===== src/rtl/cobs_stream_arbiter.sv =====
// Packet-atomic round-robin arbiter feeding a shared COBS width-adapt/encode pipeline.
// Optional channel header beat: define COBS_ARB_CHANNEL_HEADER_EN.
module cobs_stream_arbiter #(
  parameter int NUM_SRC    = 4,
  parameter int DATA_WIDTH = 8,
  parameter int ID_WIDTH   = 4
) (
  input  logic                            clk,
  input  logic                            rst,
  input  logic [NUM_SRC*DATA_WIDTH-1:0]   s_tdata,
  input  logic [NUM_SRC-1:0]              s_tvalid,
  input  logic [NUM_SRC-1:0]              s_tlast,
  output logic [NUM_SRC-1:0]              s_tready,
  output logic [DATA_WIDTH-1:0]           m_tdata,
  output logic                            m_tvalid,
  output logic                            m_tlast,
  output logic [ID_WIDTH-1:0]             m_tid,
  input  logic                            m_tready
);

  localparam int GW = (NUM_SRC > 1) ? $clog2(NUM_SRC) : 1;

  // Handshake: a beat transfers on a rising edge where valid & ready are both high;
  // valid never waits for ready, and the granted source sees m_tready directly.
  typedef enum logic [1:0] {
    IDLE   = 2'd0,
`ifdef COBS_ARB_CHANNEL_HEADER_EN
    HEADER = 2'd2,
`endif
    PASS   = 2'd1
  } state_t;

  state_t        state;
  logic [GW-1:0] grant;
  logic [GW-1:0] rr_ptr;
  logic [GW-1:0] next_grant;
  logic          found;

  // Search starts just after the last winner so it has lowest priority next time.
  always_comb begin
    int idx;
    idx        = 0;
    found      = 1'b0;
    next_grant = '0;
    for (int off = 1; off <= NUM_SRC; off++) begin
      idx = int'(rr_ptr) + off;
      if (idx >= NUM_SRC) idx = idx - NUM_SRC;
      if (!found && s_tvalid[idx]) begin
        found      = 1'b1;
        next_grant = GW'(idx);
      end
    end
  end

  always_comb begin
    m_tdata  = '0;
    m_tvalid = 1'b0;
    m_tlast  = 1'b0;
    s_tready = '0;
    case (state)
      PASS: begin
        m_tdata         = s_tdata[int'(grant)*DATA_WIDTH +: DATA_WIDTH];
        m_tvalid        = s_tvalid[grant];
        m_tlast         = s_tlast[grant];
        s_tready[grant] = m_tready;
      end
`ifdef COBS_ARB_CHANNEL_HEADER_EN
      HEADER: begin
        m_tdata  = DATA_WIDTH'({4'hA, 4'(grant)});
        m_tvalid = 1'b1;
      end
`endif
      default: ;
    endcase
  end

  always_ff @(posedge clk or posedge rst) begin
    if (rst) begin
      state  <= IDLE;
      grant  <= '0;
      rr_ptr <= GW'(NUM_SRC - 1);
      m_tid  <= '0;
    end else begin
      case (state)
        IDLE: begin
          if (found) begin
            grant  <= next_grant;
            rr_ptr <= next_grant;
            m_tid  <= ID_WIDTH'(next_grant);
`ifdef COBS_ARB_CHANNEL_HEADER_EN
            state  <= HEADER;
`else
            state  <= PASS;
`endif
          end
        end
`ifdef COBS_ARB_CHANNEL_HEADER_EN
        HEADER: if (m_tready) state <= PASS;
`endif
        // Grant is held until the tlast handshake, even if the source stalls.
        PASS: if (m_tvalid && m_tready && m_tlast) state <= IDLE;
        default: state <= IDLE;
      endcase
    end
  end

endmodule


===== config.mk =====
export PLATFORM = sky130hd
export DESIGN_NAME = cobs_stream_arbiter
export DESIGN_NICKNAME = d
export VERILOG_FILES = /design/src/rtl/cobs_stream_arbiter.sv
export SDC_FILE = /design/constraint.sdc
export NUM_CORES = 1
export LEC_CHECK = 0
export CAP_MARGIN = 40
export CORE_AREA = 2 2 39 41
export CTS_BUF_LIST = sky130_fd_sc_hd__clkbuf_16
export DETAILED_ROUTE_END_ITERATION = 16
export DIE_AREA = 0 0 41 43
export DONT_BUFFER_PORTS = 1
export PLACE_DENSITY_LB_ADDON = 0.12
export SYNTH_ARGS = -nofsm -noshare
export SYNTH_HDL_FRONTEND = slang
export SYNTH_SLANG_ARGS = --single-unit

===== constraint.sdc =====
create_clock -name clk -period 5.4 [get_ports clk]
set_input_delay 1.62 -clock clk [delete_from_list [all_inputs] [get_ports clk]]
set_output_delay 1.62 -clock clk [all_outputs]
set_load 0.005 [all_outputs]

[Yosys cells after proc, flatten, opt, wreduce, memory -nomap -nowiden]
Index checks and enable logic that the tools add are counted.
Word-level totals
  register bits: 6
  latch bits: 0
  RAM bits: 0
  memory bits (read-only): 0
  bits of input ports: 43
  word-level logic and storage cells: 75
  memories kept: 0
Cells by class
  $add $sub $neg: 8
  multipliers: 0
  divide/modulo/power cells: 0
  order comparisons: 10
  equal/unequal tests: 3
  shift-type cells: 1
  muxes and demuxes: 37
  bitwise operators: 1
  reduce and logical (&&, ||, !) cells: 12
Operators with widths (number)
  $lt A32 B4 Y1 const B: 4
  $mux W32: 4
  $shiftx A32 B6 Y8: 1
  $mux W1: 17
  $bmux W1 S2: 6
  $mux W2: 6
  $sub A3 B3 Y4 const B: 3
  $ge A3 B3 Y1 const B: 3
  $mux W8: 1
  $add A2 B2 Y3 const B: 2
  $logic_and A1 B1 Y1: 6
  $sub A4 B3 Y5 const B: 1
  $add A2 B3 Y4 const B: 1
  $and A4 B4 Y4: 1
  $ge A4 B3 Y1 const B: 1
  $mux W4: 1
  $ne A2 B2 Y1 const B: 2
  $pmux W2 S2: 1
  $reduce_and A2 Y1: 2
  $add A2 B1 Y3 const B: 1
  $logic_not A1 Y1: 3
  $lt A2 B3 Y1 const B: 1
  $demux W1 S2: 1
  $eq A2 B1 Y1 const B: 1
  other kinds (2): 2

[Depth between registers and ports, before layout]
  word-level depth: 18
  depth in mapped cells: 5
  gate-level depth less buffers: 3

[Worst setup path after synthesis]
No wires, ideal clock.
  kind: input to output
  from: input s_tvalid[2]
  to: output m_tvalid
  arrival time: 2.285 ns
  data required time: 3.780 ns
  setup slack: 1.495 ns
  stages: 2
  buffers on the path: 0
  path through: mux4_1 and2_1
On the way
  word-level cells in the longest chain between the ends: 3
RTL lines
  from (decl): RTL line 11  | input logic [NUM_SRC-1:0] s_tvalid,
  $bmux W1 S2: RTL line 63  | m_tvalid = s_tvalid[grant];
  $mux W1 (implied by the code): RTL line 63
  $mux W1: RTL line 60  | case (state)
  to (decl): RTL line 15  | output logic m_tvalid,
Every way passes these cells. The select of a mux whose other input is x is not followed.

[Final worst setup path]
Same ends and word-level chain as after synthesis.

==> impl_metrics.toml <==
[synth]
synth-async-reset-ratio = 1.00
yosysSeqAreaShare = 0.192
synthCells = 65
syn-cell-area_um2 = 663
syn_avg_cell_area_um2 = 10.2
synth_edf_count = 0
ys_types = 28
synth-seq-cells = 5
ys_warn_count = 0
ys.flop_type = "dfrtp_1"

[layout]
num-nets-final = 108
syn_to_final_growth_pct = 8.49
final_cell_mix = "and2_1 (10), mux4_2 (9), inv_1 (7)"
final_core_util = 0.520
fillCellCount = 130
antenna_cells = 0
final_common_cell = "and2_1"
stdcell_count = 80
drive_gt1_frac = 0.250

[worst_setup_path]
cp.required_ns = 3.78
worst_ep_arrival_time_ns = 2.32
start_kind = "primary input"
cpPeakStageDelay_ns = 0.51
critPathTopFamily = "multiplexers"
regToRegSetupSlack_ns = 3.74
crit_path_max_fanout = 5
critPathCaptureType = "output port"
path_buf_inv = 0
slowest_stage = "mux4_1"
critPathKind = "primary input to output port"
path_cells = "mux4_1 -> and2_1"

[clock_tree]
cts_resized = 0
cts_tree = "built"
root_buffer = "clkbuf_16"
clk_latency_ns = 0.23
ctsHoldBuffers = 0
cts_setup_buffers = 0
h-tree-depth = 1
cts.sinks = 5
cts.reportedPaths.clkPinSlew_ns = 0.03
clockBufferDepth = 2
numCtsBuffers = 3

[routing]
drtPass1Iterations = 2
drt_iter0_markers = 7
drc_errors = 0
wire_per_inst_um = 17.1
vias = 516
finalWirelength_um = 1370
ant_nets = 0
avgViaCountPerCell = 6.45

[floorplan]
rows = 14
io_pins = 61
die_area_mm2 = 0.00176
core_mm2 = 0.00138
die_h_um = 43
start_util = 0.479
die_w_um = 41

[sta]
finalCritPeriodShare = 0.731
worst_slack_ns = 1.46
relSlewSlack = 0.529
setup_tns_ns = 0
min_period_ns = 3.94
drv_slew = 0
hold_violations = 0
rsz0062_at_grt = "no"
tightest_slew_ns = 0.706
setup_viol = 0
fin_skew_ns = 0.00198
fmax_ghz = 0.253

[placed_design]
hpwl_um = 1140
gp_congestion = 0.641
dp_cells = 76
portBuffers = 0
place_ws_ns = 1.45

[power]
p_leak_nw = 0.288
vdd.ir_drop.worst_mv = 0.390
power_density_mw_per_mm2 = 592

[grt]
grt_remaining_overflow = 0
grt_max_degree = 17
grt_first_pass_wirelength_um = 1940
grt_use_total = 0.165
antenna_found_initial = 0
grt_pass1_vias = 440

[hold_path]
hold_class = "flip-flop to flip-flop"

[run_status]
status = "completed"

[job]
max_cap_violations = 0
## registers in the layout, indices dropped and copies added (netlist names)
name    count
m_tid       2
state       1
rr_ptr      2
## cell type report
type / instances / area [um2] / share of cell area
multi-input cells: 49 / 470 / 0.654
well taps: 16 / 20.0 / 0.0278
inverters: 6 / 22.5 / 0.0313
clock buffers: 3 / 75.1 / 0.104
flip-flops and latches: 5 / 128 / 0.177
clock inverters: 1 / 3.75 / 0.00522
## report_power, final
group | total [mW] | internal (mW) | switching [mW]
combinational | 0.186 | 0.120 | 0.0653
clock | 0.119 | 0.0957 | 0.0228
sequential | 0.122 | 0.0605 | 0.0613
total | 0.426 | 0.276 | 0.149
## through the flow
| step | power, mW | hold slack, ns | area (um2) |
|---|---|---|---|
| finish | 0.426 | 0.545 | 719 |
| global route | 0.468 | 0.595 | 719 |
| global placement | 0.313 | 0.541 | 641 |
| floorplan | 0.301 | 0.505 | 667 |
| CTS | 0.435 | 0.548 | 719 |
| detailed placement | 0.314 | 0.548 | 641 |
## per-layer routing
layer  up-vias  global-route usage  wire, um
met5         -                   0         0
met4         0              0.0600         0
met3         0              0.0785       183
met2        34               0.256       697
met1       243               0.189       484
li1        239                   -         -
## cell usage after synthesis, drive strengths merged (2+ instances only)
cell / instances / share of area
and2: 11 / 0.11
nand2b: 2 / 0.019
nand2: 3 / 0.017
a31oi: 2 / 0.019
a21oi: 3 / 0.023
nor2: 3 / 0.017
inv: 6 / 0.034
mux4: 10 / 0.35
dfstp: 2 / 0.079
o32ai: 2 / 0.026
buf: 5 / 0.064
nor3: 2 / 0.015
dfrtp: 3 / 0.11
## final timing paths
check | startpoint | to | depth (start not counted)
max | s_tvalid[2] | m_tvalid | 2
min | rr_ptr[0]$_DFFE_PP1P_ | rr_ptr[0]$_DFFE_PP1P_ | 2
min in group asynchronous | rst | m_tid[1]$_DFFE_PP0P_ | 1
max in group asynchronous | rst | rr_ptr[0]$_DFFE_PP1P_ | 1
max reg2reg | m_tid[0]$_DFFE_PP0P_ | state[0]$_DFFE_PP0P_ | 3
min reg2reg | rr_ptr[0]$_DFFE_PP1P_ | rr_ptr[0]$_DFFE_PP1P_ | 2
## cell families after synthesis
logic type,after synthesis,synth area share
multiplexers,11,0.360
flip-flops,5,0.192
buffers and inverters,12,0.104
AO/OA/AOI/OAI,12,0.128
AND/OR/NAND/NOR,24,0.209
other,1,0.00565
No activity file was read; power rests on OpenSTA's default activity.
==> edit, RTL diff (same settings) <==
Build with the macro `COBS_ARB_CHANNEL_HEADER_EN` defined.
--- a/src/rtl/cobs_stream_arbiter.sv
+++ b/src/rtl/cobs_stream_arbiter.sv
@@ -1,5 +1,7 @@
 // Packet-atomic round-robin arbiter feeding a shared COBS width-adapt/encode pipeline.
 // Optional channel header beat: define COBS_ARB_CHANNEL_HEADER_EN.
+`define COBS_ARB_CHANNEL_HEADER_EN
+
 module cobs_stream_arbiter #(
   parameter int NUM_SRC    = 4,
   parameter int DATA_WIDTH = 8,
Behaviour: not the same (a bounded check fails within 4 cycles, from zero or initial values and one cycle with rst high).
==> edit against the original RTL <==
- sequential cell count rose by 1
- final cell count rose by 18%
- total power rose by 30%
- core utilization rose by 10 points
- worst setup slack got worse by 0.023 ns
- wire length rose by 33%
- cell area rose by 20%
- area after synthesis rose by 20%
- largest power group unchanged
==> edit: results (changes against the original RTL) <==
antenna_found_initial: 0  # unchanged
grt.total_usage_pct: 21.4  # was 16.5%
slew_violations: 0  # unchanged
htreeDepth: 1  # unchanged
diodes: 0  # unchanged
fin_nets: 126  # was 108
hold_ws_ns: 0.530  # was 0.545 ns
clock-root-buffer: "clkbuf_16"  # unchanged
peakVddDrop_mv: 0.348  # was 0.390 mV
drt_iter0_drc: 10  # was 7
layout-drive-gt1-share_pct: 21.8  # was 25.0%
synth_area_leaders: "mux4_2 23%, dfrtp_1 13%, dfstp_2 6.6%"  # was mux4_2 31%, dfrtp_1 11%, and2_1 9.4%
crit_family: "multiplexers"  # unchanged
power_switching_share_pct: 39.8  # was 35.1%
synthArstFlopShare_pct: 100  # unchanged
path_max_fanout: 1  # was 5
grt_pass1_wl_um: 2480  # was 1940 um
cpPeakStageDelay_ns: 0.48  # was 0.51 ns
yosys-top-cells-count: "9 x a21oi_1, 8 x mux4_2, 6 x inv_1"  # was 10 x and2_1, 9 x mux4_2, 6 x inv_1
p_leak_nw: 0.385  # was 0.288 nW
grt_pass1_vias: 584  # was 440
clk_latency_ns: 0.23  # about the same
top_regs: "m_tid: 2 flops, rr_ptr: 2 flops, state: 2 flops"  # was m_tid: 2 flops, rr_ptr: 2 flops, state: 1 flops
gr-total-overflow: 0  # unchanged
cp.arrival_ns: 2.35  # was 2.32 ns
synth_cell_type_count: 32  # was 28
yosys_warnings: 0  # unchanged
status: "complete, no violations"  # unchanged
worstMarginPinSlew_ns: 0.715  # was 0.706 ns
routabilityCongestion: 0.891  # was 0.641
synth_ff_type: "dfrtp_1"  # unchanged
routed_wl_um: 1820  # was 1370 um
hp-class: "flop to flop"  # unchanged
hpwl_um: 1430  # was 1140 um
grt_max_degree: 17  # unchanged
clkTransAtPathRegs_ns: 0.03  # about the same
post-cts-setup-buffer-count: 0  # unchanged
finClkSkew_ns: 0.00288  # was 0.00198 ns
drt_pass1_iterations: 4  # was 2
cts_resized: 0  # unchanged
port_buffers: 0  # unchanged
cts_made_buffers: 3  # unchanged
synth_seq_area_share_pct: 19.1  # was 19.2%
crit_slowest_cell: "mux4_1"  # unchanged
vias: 635  # was 516
cts.path.max_buffers: 2  # unchanged
n_fill_cell: 113  # was 130
place_ws_ns: 1.44  # was 1.45 ns
[edit: cell types whose count changed after synthesis, moves of 2 or more]
cell,before,now
o32ai_1,2,0
a21oi_1,3,9
and2_1,10,1
nor2b_1,1,5
and3_1,0,4
a31oi_1,2,0
a22oi_1,0,2
ha_1,0,4
nor2_1,3,5
[edit: cells by family (layout without fill, tap and decap cells)]
group | count (synthesis) | count (layout) | synth area share, %
and+or+nand+nor | 26 | 26 | 17.9
other | 1 | 2 | 0.470
AOI/OAI and AO/OA | 18 | 18 | 16.3
DFF | 6 | 6 | 19.1
adders and majority gates | 4 | 4 | 6.27
muxes | 12 | 12 | 32.3
buffers and inverters | 12 | 10 | 7.68
[edit: metal layers]
| layer | vias to the layer above | global-route usage [%] | share of wire, % |
|---|---|---|---|
| met5 | - | 0 | 0 |
| met4 | 0 | 12.7 | 1.5 |
| met3 | 3 | 6.81 | 9.2 |
| met2 | 35 | 35.3 | 52 |
| met1 | 299 | 21.9 | 37 |
| li1 | 298 | - | - |
[edit: tightest hold or removal path, stage by stage (launching register included)]
cell	delay, ns
dfstp_2	0.37
a21oi_1	0.11
nor2_1	0.05
[edit: area by class of cell]
type,instances,area (um2),share of cell area [%]
multi-input cells,62,588,68.2
flip-flops and latches,6,153,17.7
clock buffers,3,75.1,8.71
inverters,6,22.5,2.61
well taps,16,20.0,2.32
clock inverters,1,3.75,0.435
[edit: path summary, 6_finish.rpt]
check,from,endpoint,slack (ns),cells past startpoint
setup / recovery,s_tdata[15],m_tdata[7],1.43,3
hold / removal,rr_ptr[0]$_DFFE_PP1P_,rr_ptr[0]$_DFFE_PP1P_,0.53,2
setup reg to reg,m_tid[0]$_DFFE_PP0P_,state[0]$_DFFE_PP0P_,3.20,4
hold reg to reg,rr_ptr[0]$_DFFE_PP1P_,rr_ptr[0]$_DFFE_PP1P_,0.53,2
max in group asynchronous,rst,rr_ptr[1]$_DFFE_PP1P_,3.97,1
min in group asynchronous,rst,state[0]$_DFFE_PP0P_,1.18,1
[edit: stage by stage]
| stage | cells | cell area [um2] |
|---|---|---|
| 3_3_place_gp | 90 | 783 |
| 2_1_floorplan | 80 | 802 |
| 4_1_cts | 94 | 862 |
| 5_1_grt | 94 | 862 |
| 3_5_place_dp | 90 | 783 |
| 6_report | 94 | 862 |
[edit: power by group through the flow]
stage	logic, mW	registers, mW	clock network, mW
after global placement	0.294	0.133	0
after floorplan	0.296	0.0964	0
after global routing	0.337	0.142	0.125
final	0.301	0.132	0.120
after CTS	0.302	0.135	0.123
after detailed placement	0.299	0.136	0
